[config.mk]
export PLATFORM = sky130hd
export DESIGN_NAME = acq_sequencer
export DESIGN_NICKNAME = d
export VERILOG_FILES = /design/src/rtl/acq_pkg.sv /design/src/rtl/sync_edge_det.sv /design/src/rtl/acq_sequencer.sv
export SDC_FILE = /design/constraint.sdc
export NUM_CORES = 1
export LEC_CHECK = 0
export ABC_AREA = 1
export BUFFER_PORTS_ARGS = -buffer_cell sky130_fd_sc_hd__buf_2
export CORE_MARGIN = 4
export CORE_UTILIZATION = 55
export DETAILED_ROUTE_END_ITERATION = 7
export GPL_ROUTABILITY_DRIVEN = 0
export MAX_ROUTING_LAYER = met4
export PLACE_DENSITY_LB_ADDON = 0.2
export SYNTH_ARGS = -nofsm -noshare
export SYNTH_HDL_FRONTEND = slang
export SYNTH_SLANG_ARGS = --single-unit
export TNS_END_PERCENT = 1
[constraint.sdc]
create_clock -name clk -period 2.6 [get_ports clk]
set_input_delay 0.52 -clock clk [delete_from_list [all_inputs] [get_ports clk]]
set_output_delay 0.52 -clock clk [all_outputs]
set_load 0.01 [all_outputs]
[src/rtl/acq_pkg.sv]
// Shared types and default widths for the Raman acquisition sequencer.
package acq_pkg;

    typedef enum logic [1:0] {
        S_IDLE  = 2'd0,
        S_ARMED = 2'd1,
        S_SHOT  = 2'd2,
        S_DONE  = 2'd3
    } acq_state_t;

    localparam int PW_DEF          = 11;
    localparam int MW_DEF          = 17;
    localparam int RD_LAT_DEF      = 3;
    localparam int SYNC_STAGES_DEF = 2;

endpackage

[src/rtl/sync_edge_det.sv]
// Multi-flop synchroniser for an asynchronous trigger plus a registered
// rising-edge detector producing a one-cycle trig pulse.
module sync_edge_det #(
    parameter int STAGES = 2
) (
    input  logic clk,
    input  logic rst_n,
    input  logic async_in,
    output logic trig
);

    logic [STAGES-1:0] r_sync;
    logic [STAGES:0]   r_vld;
    logic              r_prev;
    logic              r_trig;

    // r_vld marks when r_sync/r_prev hold real samples rather than reset
    // zeros, so a line already high at reset release never looks like an edge.
    always_ff @(posedge clk or negedge rst_n) begin
        if (!rst_n) begin
            r_sync <= '0;
            r_vld  <= '0;
            r_prev <= 1'b0;
            r_trig <= 1'b0;
        end else begin
            r_sync <= {r_sync[STAGES-2:0], async_in};
            r_vld  <= {r_vld[STAGES-1:0], 1'b1};
            r_prev <= r_sync[STAGES-1];
            r_trig <= r_vld[STAGES] & r_sync[STAGES-1] & ~r_prev;
        end
    end

    assign trig = r_trig;

endmodule

[src/rtl/acq_sequencer.sv]
// Acquisition sequencer: per sync trigger drives a write window of `points`
// samples and a read window lagging by RD_LAT, for `measures` shots per run.
module acq_sequencer
    import acq_pkg::*;
#(
    parameter int PW          = PW_DEF,
    parameter int MW          = MW_DEF,
    parameter int RD_LAT      = RD_LAT_DEF,
    parameter int SYNC_STAGES = SYNC_STAGES_DEF
) (
    input  logic          clk,
    input  logic          rst_n,
    input  logic          start,
    input  logic          abort,
    input  logic          sync,
    input  logic [PW-1:0] points,
    input  logic [MW-1:0] measures,
    output logic          wrreq,
    output logic          rdreq,
    output logic [PW-1:0] sample_idx,
    output logic [MW-1:0] shot_idx,
    output logic          first_shot,
    output logic          last_shot,
    output logic          busy,
    output logic          done,
    output logic          overrun
);

    localparam int CW = PW + 4;

    acq_state_t    r_state;
    logic [PW-1:0] r_points_l;
    logic [MW-1:0] r_measures_l;
    logic [CW-1:0] r_cyc;
    logic [MW-1:0] r_shot_idx;
    logic [PW-1:0] r_sample_idx;
    logic          r_wrreq;
    logic          r_rdreq;
    logic          r_first;
    logic          r_last;
    logic          r_busy;
    logic          r_done;
    logic          r_overrun;

    logic          w_trig;
    logic [CW-1:0] w_cyc_nxt;
    logic [CW-1:0] w_shot_len;
    logic          w_last_cyc;
    logic          w_last_shot;
    logic [MW-1:0] w_shot_nxt;
    logic          w_wr_nxt;
    logic          w_rd_nxt;

    sync_edge_det #(
        .STAGES(SYNC_STAGES)
    ) u_sync (
        .clk     (clk),
        .rst_n   (rst_n),
        .async_in(sync),
        .trig    (w_trig)
    );

    // Outputs are decoded from the cycle count about to be loaded so that
    // they line up with r_cyc once registered.
    assign w_shot_len  = {4'b0, r_points_l} + CW'(RD_LAT);
    assign w_cyc_nxt   = r_cyc + CW'(1);
    assign w_last_cyc  = (r_cyc == w_shot_len - CW'(1));
    assign w_last_shot = (r_shot_idx == r_measures_l - MW'(1));
    assign w_shot_nxt  = r_shot_idx + MW'(1);
    assign w_wr_nxt    = (w_cyc_nxt < {4'b0, r_points_l});
    assign w_rd_nxt    = (r_shot_idx != '0) && (w_cyc_nxt >= CW'(RD_LAT))
                         && (w_cyc_nxt < w_shot_len);

    always_ff @(posedge clk or negedge rst_n) begin
        if (!rst_n) begin
            r_state      <= S_IDLE;
            r_points_l   <= '0;
            r_measures_l <= '0;
            r_cyc        <= '0;
            r_shot_idx   <= '0;
            r_sample_idx <= '0;
            r_wrreq      <= 1'b0;
            r_rdreq      <= 1'b0;
            r_first      <= 1'b0;
            r_last       <= 1'b0;
            r_busy       <= 1'b0;
            r_done       <= 1'b0;
            r_overrun    <= 1'b0;
        end else begin
            r_done    <= 1'b0;
            r_overrun <= 1'b0;
            if (abort) begin
                r_state      <= S_IDLE;
                r_cyc        <= '0;
                r_shot_idx   <= '0;
                r_sample_idx <= '0;
                r_wrreq      <= 1'b0;
                r_rdreq      <= 1'b0;
                r_first      <= 1'b0;
                r_last       <= 1'b0;
                r_busy       <= 1'b0;
            end else begin
                case (r_state)
                    S_IDLE: begin
                        if (start && (points != '0) && (measures != '0)) begin
                            r_points_l   <= points;
                            r_measures_l <= measures;
                            r_shot_idx   <= '0;
                            r_first      <= 1'b1;
                            r_last       <= (measures == MW'(1));
                            r_busy       <= 1'b1;
                            r_state      <= S_ARMED;
                        end
                    end
                    S_ARMED: begin
                        if (w_trig) begin
                            r_cyc        <= '0;
                            r_sample_idx <= '0;
                            r_wrreq      <= 1'b1;
                            r_rdreq      <= 1'b0;
                            r_state      <= S_SHOT;
                        end
                    end
                    S_SHOT: begin
                        r_overrun <= w_trig;
                        if (w_last_cyc) begin
                            r_wrreq <= 1'b0;
                            r_rdreq <= 1'b0;
                            if (w_last_shot) begin
                                r_done  <= 1'b1;
                                r_state <= S_DONE;
                            end else begin
                                r_shot_idx <= w_shot_nxt;
                                r_first    <= 1'b0;
                                r_last     <= (w_shot_nxt == r_measures_l - MW'(1));
                                r_state    <= S_ARMED;
                            end
                        end else begin
                            r_cyc        <= w_cyc_nxt;
                            r_sample_idx <= w_cyc_nxt[PW-1:0];
                            r_wrreq      <= w_wr_nxt;
                            r_rdreq      <= w_rd_nxt;
                        end
                    end
                    S_DONE: begin
                        r_overrun  <= w_trig;
                        r_shot_idx <= '0;
                        r_first    <= 1'b0;
                        r_last     <= 1'b0;
                        r_busy     <= 1'b0;
                        r_state    <= S_IDLE;
                    end
                    default: r_state <= S_IDLE;
                endcase
            end
        end
    end

    assign wrreq      = r_wrreq;
    assign rdreq      = r_rdreq;
    assign sample_idx = r_sample_idx;
    assign shot_idx   = r_shot_idx;
    assign first_shot = r_first;
    assign last_shot  = r_last;
    assign busy       = r_busy;
    assign done       = r_done;
    assign overrun    = r_overrun;

endmodule
Yosys cells after proc, flatten, opt, wreduce, memory -nomap -nowiden
Index checks and enable logic that the tools add are counted.
- $add $sub $neg: 5
- $lt $le $gt $ge: 3
- equal/unequal tests: 12
- mux-type cells: 45
- bitwise operators: 4
- reduce and logical (&&, ||, !) cells: 18
- operators by type and width (operator ; number):
    17-bit 2-to-1 mux ; 4
    17-bit one-hot mux with 3 select lines ; 1
    15-bit 2-to-1 mux ; 3
    17-bit == test ; 2
    17-bit nonzero test ; 2
    11-bit 2-to-1 mux ; 3
    15-bit one-hot mux with 2 select lines ; 1
    11-bit one-hot mux with 2 select lines ; 1
    1-bit 2-to-1 mux ; 21
    17-bit by 1-bit adder with 17-bit output, second input constant ; 1
    17-bit by 1-bit == test with 1-bit output, second input constant ; 1
    17-bit by 1-bit subtractor with 17-bit output, second input constant ; 1
    15-bit by 1-bit adder with 15-bit output, second input constant ; 1
    15-bit == test ; 1
    15-bit by 2-bit greater-or-equal comparator with 1-bit output, second input constant ; 1
    15-bit by 11-bit < comparator with 1-bit output ; 1
    15-bit by 12-bit < comparator with 1-bit output ; 1
    12-bit by 1-bit subtractor with 13-bit output, second input constant ; 1
    11-bit by 2-bit adder with 12-bit output, second input constant ; 1
    3-bit != test, second input constant ; 4
    11-bit nonzero test ; 1
    2-bit 2-to-1 mux ; 5
    3-bit AND reduction ; 3
    2-bit one-hot mux with 4 select lines ; 1
    14 further kinds ; 25
- register bits: 87
- bits of input ports: 33
- output and inout port bits: 35

Depth between registers and ports, before layout
Gate-level depths: netlist (run 1).
- word-level depth: 7
- mapped depth: 21
- gate-level depth less buffers: 20

Cells and area by module
A second synthesis (run 1) with hierarchy kept.
- cells, all modules: 1019
- area, all modules: 6660.1 um^2
- modules (own cells, without submodules) (module ; instances ; cells each ; area each (um^2) ; sequential area each (um^2)):
    acq_sequencer ; 1 ; 1009 ; 6471.2 ; 1726.7
    sync_edge_det ; 1 ; 10 ; 188.9 ; 175.2

Worst setup path before layout (run 1)
No wires, ideal clock.
- path type: reg-to-reg
- start: register r_points_l[0]
- end: register r_shot_idx[12], in the netlist shot_idx[12]
- data arrival time: 2375 ps
- data required time: 2483 ps
- setup slack: 107 ps
- stages on the path, launching flop included: 20
- path buffers: 1
- clock period less this slack: 2493 ps
- cell sequence: dfrtp_1 -> inv_2 -> ha_1 -> inv_2 -> nand4_1 -> nand2_4 -> nand2_1 -> nor2_4 -> nand2_2 -> nor2_4 -> nand2_1 -> nand2_1 -> nand3_1 -> nor2_4 -> nand3_4 -> nand2_4 -> nand3_4 -> buf_6 -> nand2_1 -> nand2_1
- longest elaborated chain between the ends: 5
- RTL lines (what ; line ; source):
    start: declaration ; acq_sequencer.sv:32 ; logic [PW-1:0] r_points_l;
    start signal: assignment ; acq_sequencer.sv:106 ; r_points_l <= points;
    11-bit by 2-bit adder with 12-bit output ; acq_sequencer.sv:65 ; assign w_shot_len = {4'b0, r_points_l} + CW'(RD_LAT);
    12-bit by 1-bit subtractor with 13-bit output ; acq_sequencer.sv:67 ; assign w_last_cyc = (r_cyc == w_shot_len - CW'(1));
    15-bit == test ; acq_sequencer.sv:67 ;
    3-bit != test (no source line) ; - ;
    4-bit AND reduction (no source line) ; - ;
    end signal: assignment ; acq_sequencer.sv:133 ; r_shot_idx <= w_shot_nxt;
    end: declaration ; acq_sequencer.sv:35 ; logic [MW-1:0] r_shot_idx;
Every way passes these cells.
A chain may end at the register's enable or synchronous reset.

Worst setup path after layout (run 1)
- start: register r_measures_l[1]
- end: register r_shot_idx[7], in the netlist shot_idx[7]
- longest elaborated chain between the ends: 4
- RTL lines (what ; line ; source):
    start: declaration ; acq_sequencer.sv:33 ; logic [MW-1:0] r_measures_l;
    start signal: assignment ; acq_sequencer.sv:107 ; r_measures_l <= measures;
    17-bit by 1-bit subtractor with 17-bit output ; acq_sequencer.sv:68 ; assign w_last_shot = (r_shot_idx == r_measures_l - MW'(1));
    17-bit == test ; acq_sequencer.sv:68 ;
    3-bit != test (no source line) ; - ;
    4-bit AND reduction (no source line) ; - ;
Every way passes these cells.

==> out/summary.txt, run 1 <==
status: complete, no violations
Routed Antenna Nets: 0
Post-synth ARST share: 100.0%
clk_lat worst skew: 0.35 ns
Min-Delay Path Class: primary input to register
post-synthesis xor/xnor area fraction: 5.091%
clock buffer depth: 2
final wirelength: 17590 µm
Synth area leaders: dfrtp_1 29%, nand2_1 19%, inv_1 6.9%, nor2_1 5.8%, ha_1 5.6%
top-area cell type share of the netlist area: 29.20%
hold path start: sync
Achievable Freq: 394.7 MHz
Total GRT Usage: 26.27%
Peak supply drop: 0.4058 mV
class of the most critical setup path: register to register
Sink Count: 76
DRT Pass-1 Iters: 5
CP max stage delay: 0.42 ns
Yosys reg bits: 76
Detailed Place HPWL: 12980 µm
max_cap viols: 0
CTS tree: built
Primary FF master, synth: dfrtp_1
P&R area growth vs syn: 20.12%
Vias per Instance: 5.272
CP bufs+invs: 3
CP required: 2.84 ns
Starting Density: 56.55%
I/O Buffers: 67
Reg-to-Reg End: shot_idx[7]
crit share post-route: 97.45%
largest net degree at the start of global routing: 77
Iter 0 DRT Violations: 416
Reg2Reg Setup Slack: 0.07 ns
Post-synth EDFFs: 0
Critical Path End Type: register
Final Max Tran Viols: 0
dpl ws: -0.03369 ns
worst hold stages: 1
die height: 116.8 µm
CORE AREA: 0.01152 mm²
number of CTS-inserted buffers: 9
RSZ-0062 raised after global routing: yes
Crit-path slowest cell: dfrtp_1
n_diodes: 0
Mapped Nets: 1062
crit path cell chain: inv_2 > ha_4 > xor2_1 > nand2_1 > nor3_1 > nand4_1 > nor2_1 > nand3b_1 > nor2_4 > nor2_4 > buf_12 > clkbuf_16 > nand4_1 > nand2_1
final setup margin: 0.06643 ns
die footprint: 0.01365 mm²
Top delay family on crit path: simple AND/OR/NAND/NOR gates
most frequent cells after synthesis: 336 x nand2_1, 120 x inv_1, 101 x nor2_1
DR WL/cell: 14.21 µm
Leakage: 4.127 nW
Final Skew: 0.01191 ns
TNS Setup: 0 ns
register area share after synthesis: 29.20%
total grt overflow: 0
global-route wire length before repair: 27470 µm
initial antenna violation count: 0
Setup crit start kind: register
DP Area: 0.007068 mm²
Synth cell types: 42
arrival time worst endpoint: 2.78 ns
Synth Area in Simple Gates: 42.13%
Synth warnings: 0
Root Driver: clkbuf_16
# DRC: 0
post-route cell area: 0.007823 mm²
Critical R2R Launch: r_measures_l[1]
Fin. Hold Viols: 0
Slew HR: 37.45%
Post-Syn Area: 0.006512 mm²
largest family of logic cells by synthesized area: simple AND/OR/NAND/NOR gates
final setup fails: 0
htree depth: 3
fin nets: 1152
pwr dens: 826.8 mW/mm²
Final min period: 2.534 ns
Max Fanout on Critical Path: 5
Mapped Avg Cell Area: 6.512 µm²
Synth area leader: dfrtp_1
Adder-Cell Fraction of Synth Area: 5.572%
Endpoint, Worst Hold: u_sync.r_sync[0]
count leader, synth: nand2_1
Die W: 116.8 µm
layout cell share with drive strength beyond 1: 21.46%
# IOs: 68
Post-Synthesis Cells: 1000
R2R depth: 14
via count: 6527
number of global-route vias before repair: 5825
mux cell area share after synthesis: 0%
post-synthesis compound-gate area fraction: 6.878%
Slew @ Worst Pin: 0.9382 ns
Clock Pin Slew Worst Setup and Hold Paths: 0.06 ns
num rows: 39
==> report_power, final <==
part / total, mW / switching [mW] / internal, mW
sequential: 1.80 / 0.355 / 1.45
clock: 1.22 / 0.544 / 0.679
combinational: 3.44 / 2.17 / 1.28
total: 6.47 / 3.07 / 3.40
==> cell usage in the layout (no fill, tap or decap), drive strengths merged, types with 2 or more instances in the layout <==
cell | netlist | layout
nand3 | 69 | 72
a21oi | 20 | 20
nor3 | 13 | 13
ha | 29 | 29
or2 | 3 | 3
clkinv | 0 | 4
a211oi | 3 | 3
o211ai | 3 | 3
dfrtp | 76 | 76
o21ai | 48 | 48
nor4 | 6 | 6
nor2 | 117 | 117
buf | 23 | 111
xnor2 | 7 | 7
nand2 | 352 | 352
clkbuf | 14 | 12
nand4 | 42 | 42
inv | 129 | 130
and2 | 3 | 3
o21bai | 2 | 2
nand3b | 4 | 4
xor2 | 30 | 30
nor3b | 2 | 2
==> sequential cells by signal, summed over array words and instances (netlist names) <==
| register | cells |
|---|---|
| rdreq | 1 |
| overrun | 1 |
| u_sync.trig | 1 |
| shot_idx | 17 |
| done | 1 |
| u_sync.r_prev | 1 |
| r_cyc | 15 |
| r_measures_l | 17 |
| u_sync.r_sync | 2 |
| first_shot | 1 |
| busy | 1 |
| last_shot | 1 |
| u_sync.r_vld | 3 |
| r_points_l | 11 |
| wrreq | 1 |
| r_state | 2 |
==> cells by family after synthesis <==
logic type                 Yosys count
and+or+nand+nor                    613
buffers and inverters              166
AOI/OAI and AO/OA                   78
DFF                                 76
xor gates and xnor gates            37
adders and majority gates           29
other                                1
==> worst reg2reg max path, stage by stage, from the launching register on <==
cell and delay (ns):
dfrtp_1 0.42, inv_2 0.07, ha_4 0.29, xor2_1 0.14, nand2_1 0.07, nor3_1 0.27
nand4_1 0.16, nor2_1 0.12, nand3b_1 0.13, nor2_4 0.18, nor2_4 0.09, buf_12 0.18
clkbuf_16 0.15, nand4_1 0.09, nand2_1 0.06
==> layout make-up <==
class	count	area, µm²
clock buffer	10	239.0
timing repair buffer	113	792.0
clock inverter	6	47.55
multi-input combinational	761	4169
inverter	129	486.7
tap	143	178.9
fill	1021	3694
sequential	76	1909
==> timing repair <==
item	CTS	global route
gates cloned	0	6
resized for setup	2	71
setup buffers	0	10
hold buffers	0	0
pin swaps	0	19
endpoints found under the setup margin	3	37
==> worst max-delay path by stage <==
stage | from | end | slack, ns | cells past startpoint
floorplan | r_points_l[0] | shot_idx[12] | 0.11 | 19
global placement | r_cyc[0] | rdreq | 0.04 | 18
detailed placement | r_cyc[0] | wrreq | -0.03 | 13
CTS | r_points_l[2] | shot_idx[6] | 0.02 | 17
global route | r_cyc[1] | rdreq | -0.09 | 19
finish | r_measures_l[1] | shot_idx[7] | 0.07 | 14
==> stage by stage <==
step                      instances  utilization [%]  total power [mW]  hold slack, ns
after floorplan                1000                -             4.125          0.2244
final                          1238            67.93             6.468          0.2777
after global placement         1206            61.38             4.795          0.3329
after CTS                      1222            63.93             6.077          0.2707
after detailed placement       1206            61.38             4.853          0.3364
after global routing           1238            67.93             7.057          0.2654
==> metal layers <==
layer	track usage (%)	vias up	wire length [µm]
met3	5.193	28	1041
met1	31.46	2982	7269
met2	44.71	160	8910
met4	8.180	0	371
li1	-	3357	-
met5	-	-	0
(Power assumes the default switching activity.)
==> run 2, diff against run 1 <==
GPL_TIMING_DRIVEN = 0   (was unset)
SETUP_SLACK_MARGIN = 0.02   (was unset)
==> run 2 against run 1 <==
Utilization fell by 0.85 points; combinational power about the same; critical path depth up 6; first-iteration DRC count is 17% lower; largest cell class unchanged; highest routed layer unchanged.
==> out/summary.txt, run 2 (synthesis results as in run 1) <==
Root Driver: clkbuf_16
CP bufs+invs: 4
Peak supply drop: 0.5203 mV
crit share post-route: 97.83%
CP required: 2.83 ns
Max Fanout on Critical Path: 6
Total GRT Usage: 27.02%
Setup crit start kind: register
Achievable Freq: 393.1 MHz
largest net degree at the start of global routing: 40
htree depth: 3
TNS Setup: 0 ns
class of the most critical setup path: register to register
Sink Count: 76
fin nets: 1155
Reg2Reg Setup Slack: 0.06 ns
DP Area: 0.007049 mm²
die height: 116.8 µm
DRT Pass-1 Iters: 5
Final Util: 67.08%
R2R depth: 20
most common cell after layout, fill and taps aside: nand2_1
cell mode on critical path: nand2_1
Slew HR: 55.62%
max_cap viols: 0
Fin. Hold Viols: 0
clk_lat worst skew: 0.35 ns
Detailed Place HPWL: 13260 µm
layout cell share with drive strength beyond 1: 20.77%
CORE AREA: 0.01152 mm²
Die W: 116.8 µm
status: complete, no violations
Final min period: 2.544 ns
RSZ-0062 raised after global routing: yes
post-route cell area: 0.007725 mm²
pwr dens: 842.2 mW/mm²
crit path cell chain: inv_4 > ha_4 > inv_2 > nand2_2 > nand2_2 > nor2_4 > inv_2 > nor2_4 > nand2_1 > nand3_1 > nand2_1 > nor2_2 > nand3_1 > nor2_4 > nand3_4 > nand2_4 > nand3_4 > buf_4 > nand2_1 > nand2_1
CP max stage delay: 0.43 ns
Iter 0 DRT Violations: 346
Min-Delay Path Class: primary input to async pin
DR WL/cell: 13.76 µm
n_diodes: 0
Slew @ Worst Pin: 0.6573 ns
Reg-to-Reg End: shot_idx[3]
initial antenna violation count: 0
die footprint: 0.01365 mm²
I/O Buffers: 67
Hold WS: 0.1402 ns
number of global-route vias before repair: 6177
clock buffer depth: 2
Top delay family on crit path: simple AND/OR/NAND/NOR gates
hold_buf cts: 0
total grt overflow: 0
Vias per Instance: 5.250
via count: 6515
# DRC: 0
# IOs: 68
Leakage: 4.065 nW
final setup fails: 0
CTS tree: built
Final Skew: 0.01031 ns
Filler cells: 1054
Routed Antenna Nets: 0
final wirelength: 17070 µm
Crit-path slowest cell: dfrtp_2
final setup margin: 0.05633 ns
dpl ws: -0.4207 ns
Critical Path End Type: register
arrival time worst endpoint: 2.78 ns
most frequent cells in the layout: 327 x nand2_1, 118 x inv_1, 89 x nor2_1
Critical R2R Launch: r_points_l[0]
num rows: 39
Final Max Tran Viols: 0
Clock Pin Slew Worst Setup and Hold Paths: 0.06 ns
P&R area growth vs syn: 18.62%
global-route wire length before repair: 28480 µm
number of CTS-inserted buffers: 9
Starting Density: 56.55%
## run 2: what timing repair did
action,4_1_cts,5_1_grt
buffers inserted,5,10
endpoints found under the hold margin,0,0
gates resized for setup,24,51
pin swaps,6,9
endpoints found under the setup margin,49,46
## run 2: where the power goes
group / internal [mW] / total [mW] / switching, mW
Clock: 0.767 / 1.29 / 0.527
Combinational: 1.25 / 3.44 / 2.19
Sequential: 1.45 / 1.77 / 0.324
## run 2: routing by layer
| metal | global-route usage [%] | part of all wire (%) | vias to the layer above | routed length [µm] |
|---|---|---|---|---|
| li1 | - | - | 3355 | - |
| met1 | 31.40 | 42 | 2988 | 7243 |
| met2 | 47.82 | 51 | 134 | 8754 |
| met3 | 3.702 | 3.4 | 38 | 587 |
| met4 | 9.404 | 2.8 | 0 | 486 |
| met5 | - | 0 | - | 0 |
## run 2: worst max-delay path by stage
| stage | start | end | slack [ns] | depth (start not counted) |
|---|---|---|---|---|
| after floorplan | r_points_l[0] | shot_idx[12] | 0.11 | 19 |
| after global placement | measures[8] | busy | -0.38 | 11 |
| after detailed placement | r_cyc[0] | rdreq | -0.42 | 17 |
| after CTS | r_points_l[1] | shot_idx[6] | 0.01 | 20 |
| after global routing | r_points_l[0] | shot_idx[9] | -0.14 | 20 |
| final | r_points_l[0] | shot_idx[3] | 0.06 | 20 |
## run 2: area by class of cell
type	count	area (µm²)	area share, %
clock inverter	6	63.81	0.8260
sequential	76	1914	24.78
buffer	36	234.0	3.029
inverter	129	489.2	6.333
timing repair buffer	83	474.2	6.139
multi-input combinational	758	4131	53.48
clock buffer	10	239.0	3.094
tap	143	178.9	2.316
## run 2: through the flow
stage	std cells	total power, mW
6_report	1241	6.506
5_1_grt	1241	7.126
4_1_cts	1232	6.282
3_5_place_dp	1211	4.859
3_3_place_gp	1210	4.793
2_1_floorplan	1000	4.125
==> run 3, diff against run 2 <==
CORE_UTILIZATION = 61   (was 55)
clock period = 2.8 ns   (was 2.6 ns; I/O delays follow)
==> run 3 against run 2 <==
Sequential power is 7% lower; routed wire length fell by 2.7%; critical path type unchanged; clock-buffer cell count fell by 1; the run now ends with design-rule violations left; setup slack better by 0.090 ns.
==> out/summary.txt, run 3 (synthesis results as in run 1) <==
status: finished, violations left
failing checks: design-rule violations
Clk pwr share: 15.4%
final wirelength: 16610 µm
CP max stage delay: 0.48 ns
CP bufs+invs: 4
Clock Pin Slew Worst Setup and Hold Paths: 0.10 ns
clock buffer depth: 2
global-route wire length before repair: 27480 µm
crit share post-route: 94.77%
Final min period: 2.654 ns
n_diodes: 0
Die W: 111.3 µm
fin nets: 1142
post-route cell area: 0.007355 mm²
die footprint: 0.01239 mm²
htree depth: 3
Routed Antenna Nets: 0
Critical Path End Type: register
sequential group share of total power: 30.2%
arrival time worst endpoint: 2.92 ns
total grt overflow: 0
Achievable Freq: 376.9 MHz
Final Skew: 0.01422 ns
class of the most critical setup path: register to register
layout cell share with drive strength beyond 1: 17.60%
TNS Setup: 0 ns
Critical R2R Launch: r_points_l[0]
most common cell after layout, fill and taps aside: nand2_1
cell mode on critical path: nand2_1
# IOs: 68
max_cap viols: 0
DR WL/cell: 13.61 µm
number of CTS-inserted buffers: 9
number of global-route vias before repair: 6077
clk_lat worst skew: 0.36 ns
DRT Pass-1 Iters: 7
dpl ws: -0.2283 ns
Peak supply drop: 0.4668 mV
RSZ-0062 raised after global routing: yes
num rows: 37
initial antenna violation count: 0
die height: 111.3 µm
CORE AREA: 0.01037 mm²
hold_buf cts: 0
Sink Count: 76
CTS tree: built
Slew @ Worst Pin: 0.7451 ns
fraction of power consumed by combinational cells: 54.4%
Setup crit start kind: register
Max Fanout on Critical Path: 10
Int Pwr: 2.720 mW
Reg-to-Reg End: shot_idx[12]
Root Driver: clkbuf_8
Starting Density: 62.80%
Crit-path slowest cell: dfrtp_2
Min-Delay Path Class: primary input to async pin
Final Util: 70.92%
Final Max Tran Viols: 0
Leakage: 3.944 nW
CP required: 3.06 ns
final setup fails: 0
DP Area: 0.007041 mm²
Top delay family on crit path: simple AND/OR/NAND/NOR gates
Total GRT Usage: 27.30%
P&R area growth vs syn: 12.93%
# DRC: 1
Slew HR: 49.70%
Fin. Hold Viols: 0
crit path cell chain: inv_4 > ha_4 > inv_2 > nand2_2 > nand2_2 > nor2_2 > inv_2 > nor2_4 > nand2_1 > nand3_1 > nand2_1 > nor2_2 > nand3_2 > nor2_4 > nand3_4 > nand2_4 > nand3_4 > buf_6 > nand2_1 > nand2_1
I/O Buffers: 67
largest net degree at the start of global routing: 40
Detailed Place HPWL: 13010 µm
Iter 0 DRT Violations: 465
via count: 6558
final setup margin: 0.1465 ns
most frequent cells in the layout: 331 x nand2_1, 120 x inv_1, 94 x nor2_1
Vias per Instance: 5.371
Sw Share: 50.15%
pwr dens: 742.0 mW/mm²
R2R depth: 20
Switch Pwr: 2.737 mW
Reg2Reg Setup Slack: 0.15 ns
==> run 3: changes by cell type in the layout (fill, tap and decap cells not counted), moves of 4 or more <==
cell,previous run,this run
nand2_1,327,331
nor2_1,89,94
o21ai_0,33,38
dfrtp_2,10,5
clkbuf_8,1,9
dfrtp_1,66,71
clkbuf_16,9,0
nor2_4,15,8
buf_4,30,16
o21ai_1,10,5
==> run 3: metrics by stage <==
stage,hold WS (ns),total power [mW],std cells
finish,0.1474,5.457,1221
CTS,0.1648,5.360,1220
detailed placement,0.3356,4.504,1204
floorplan,0.2644,3.831,1000
global route,0.1893,5.979,1221
global placement,0.3319,4.432,1203
==> run 3: how the worst max path moves through the flow <==
stage	from	to	slack (ns)	depth (start not counted)
floorplan	r_points_l[0]	shot_idx[12]	0.31	19
global placement	points[7]	busy	-0.21	9
detailed placement	points[7]	busy	-0.23	9
CTS	r_points_l[0]	r_cyc[11]	0.01	19
global route	r_cyc[0]	rdreq	-0.08	17
finish	r_points_l[0]	shot_idx[12]	0.15	20
==> run 3: final cells by class <==
| type | instances | area [µm²] |
|---|---|---|
| plain buffers | 37 | 235.2 |
| clock buffers | 9 | 123.9 |
| clock inverters | 7 | 65.06 |
| fillers | 957 | 3015 |
| inverters | 129 | 489.2 |
| multi-input cells | 758 | 3998 |
| flip-flops and latches | 76 | 1908 |
| well taps | 136 | 170.2 |
| repair buffers | 69 | 365.4 |
==> run 3: timing repair <==
action,4_1_cts,5_1_grt
gates resized for setup,4,30
pin swaps,0,3
buffers inserted,0,1
setup endpoints to repair,27,53
hold endpoints to repair,0,0
==> run 3: power groups by stage <==
stage	sequential [mW]	combinational (mW)	clock [mW]
floorplan	1.58	2.25	0
global placement	1.66	2.77	0
detailed placement	1.66	2.84	0
CTS	1.64	2.87	0.843
global route	1.70	3.39	0.893
finish	1.65	2.97	0.839
==> run 3: per-layer routing <==
metal  GRT usage, %  vias to the layer above  part of all wire (%)
met4          9.651                        0                   2.8
li1               -                     3326                     -
met1          31.95                     2996                    41
met3          3.057                       38                   4.4
met2          48.49                      198                    51
met5              -                        -                     0
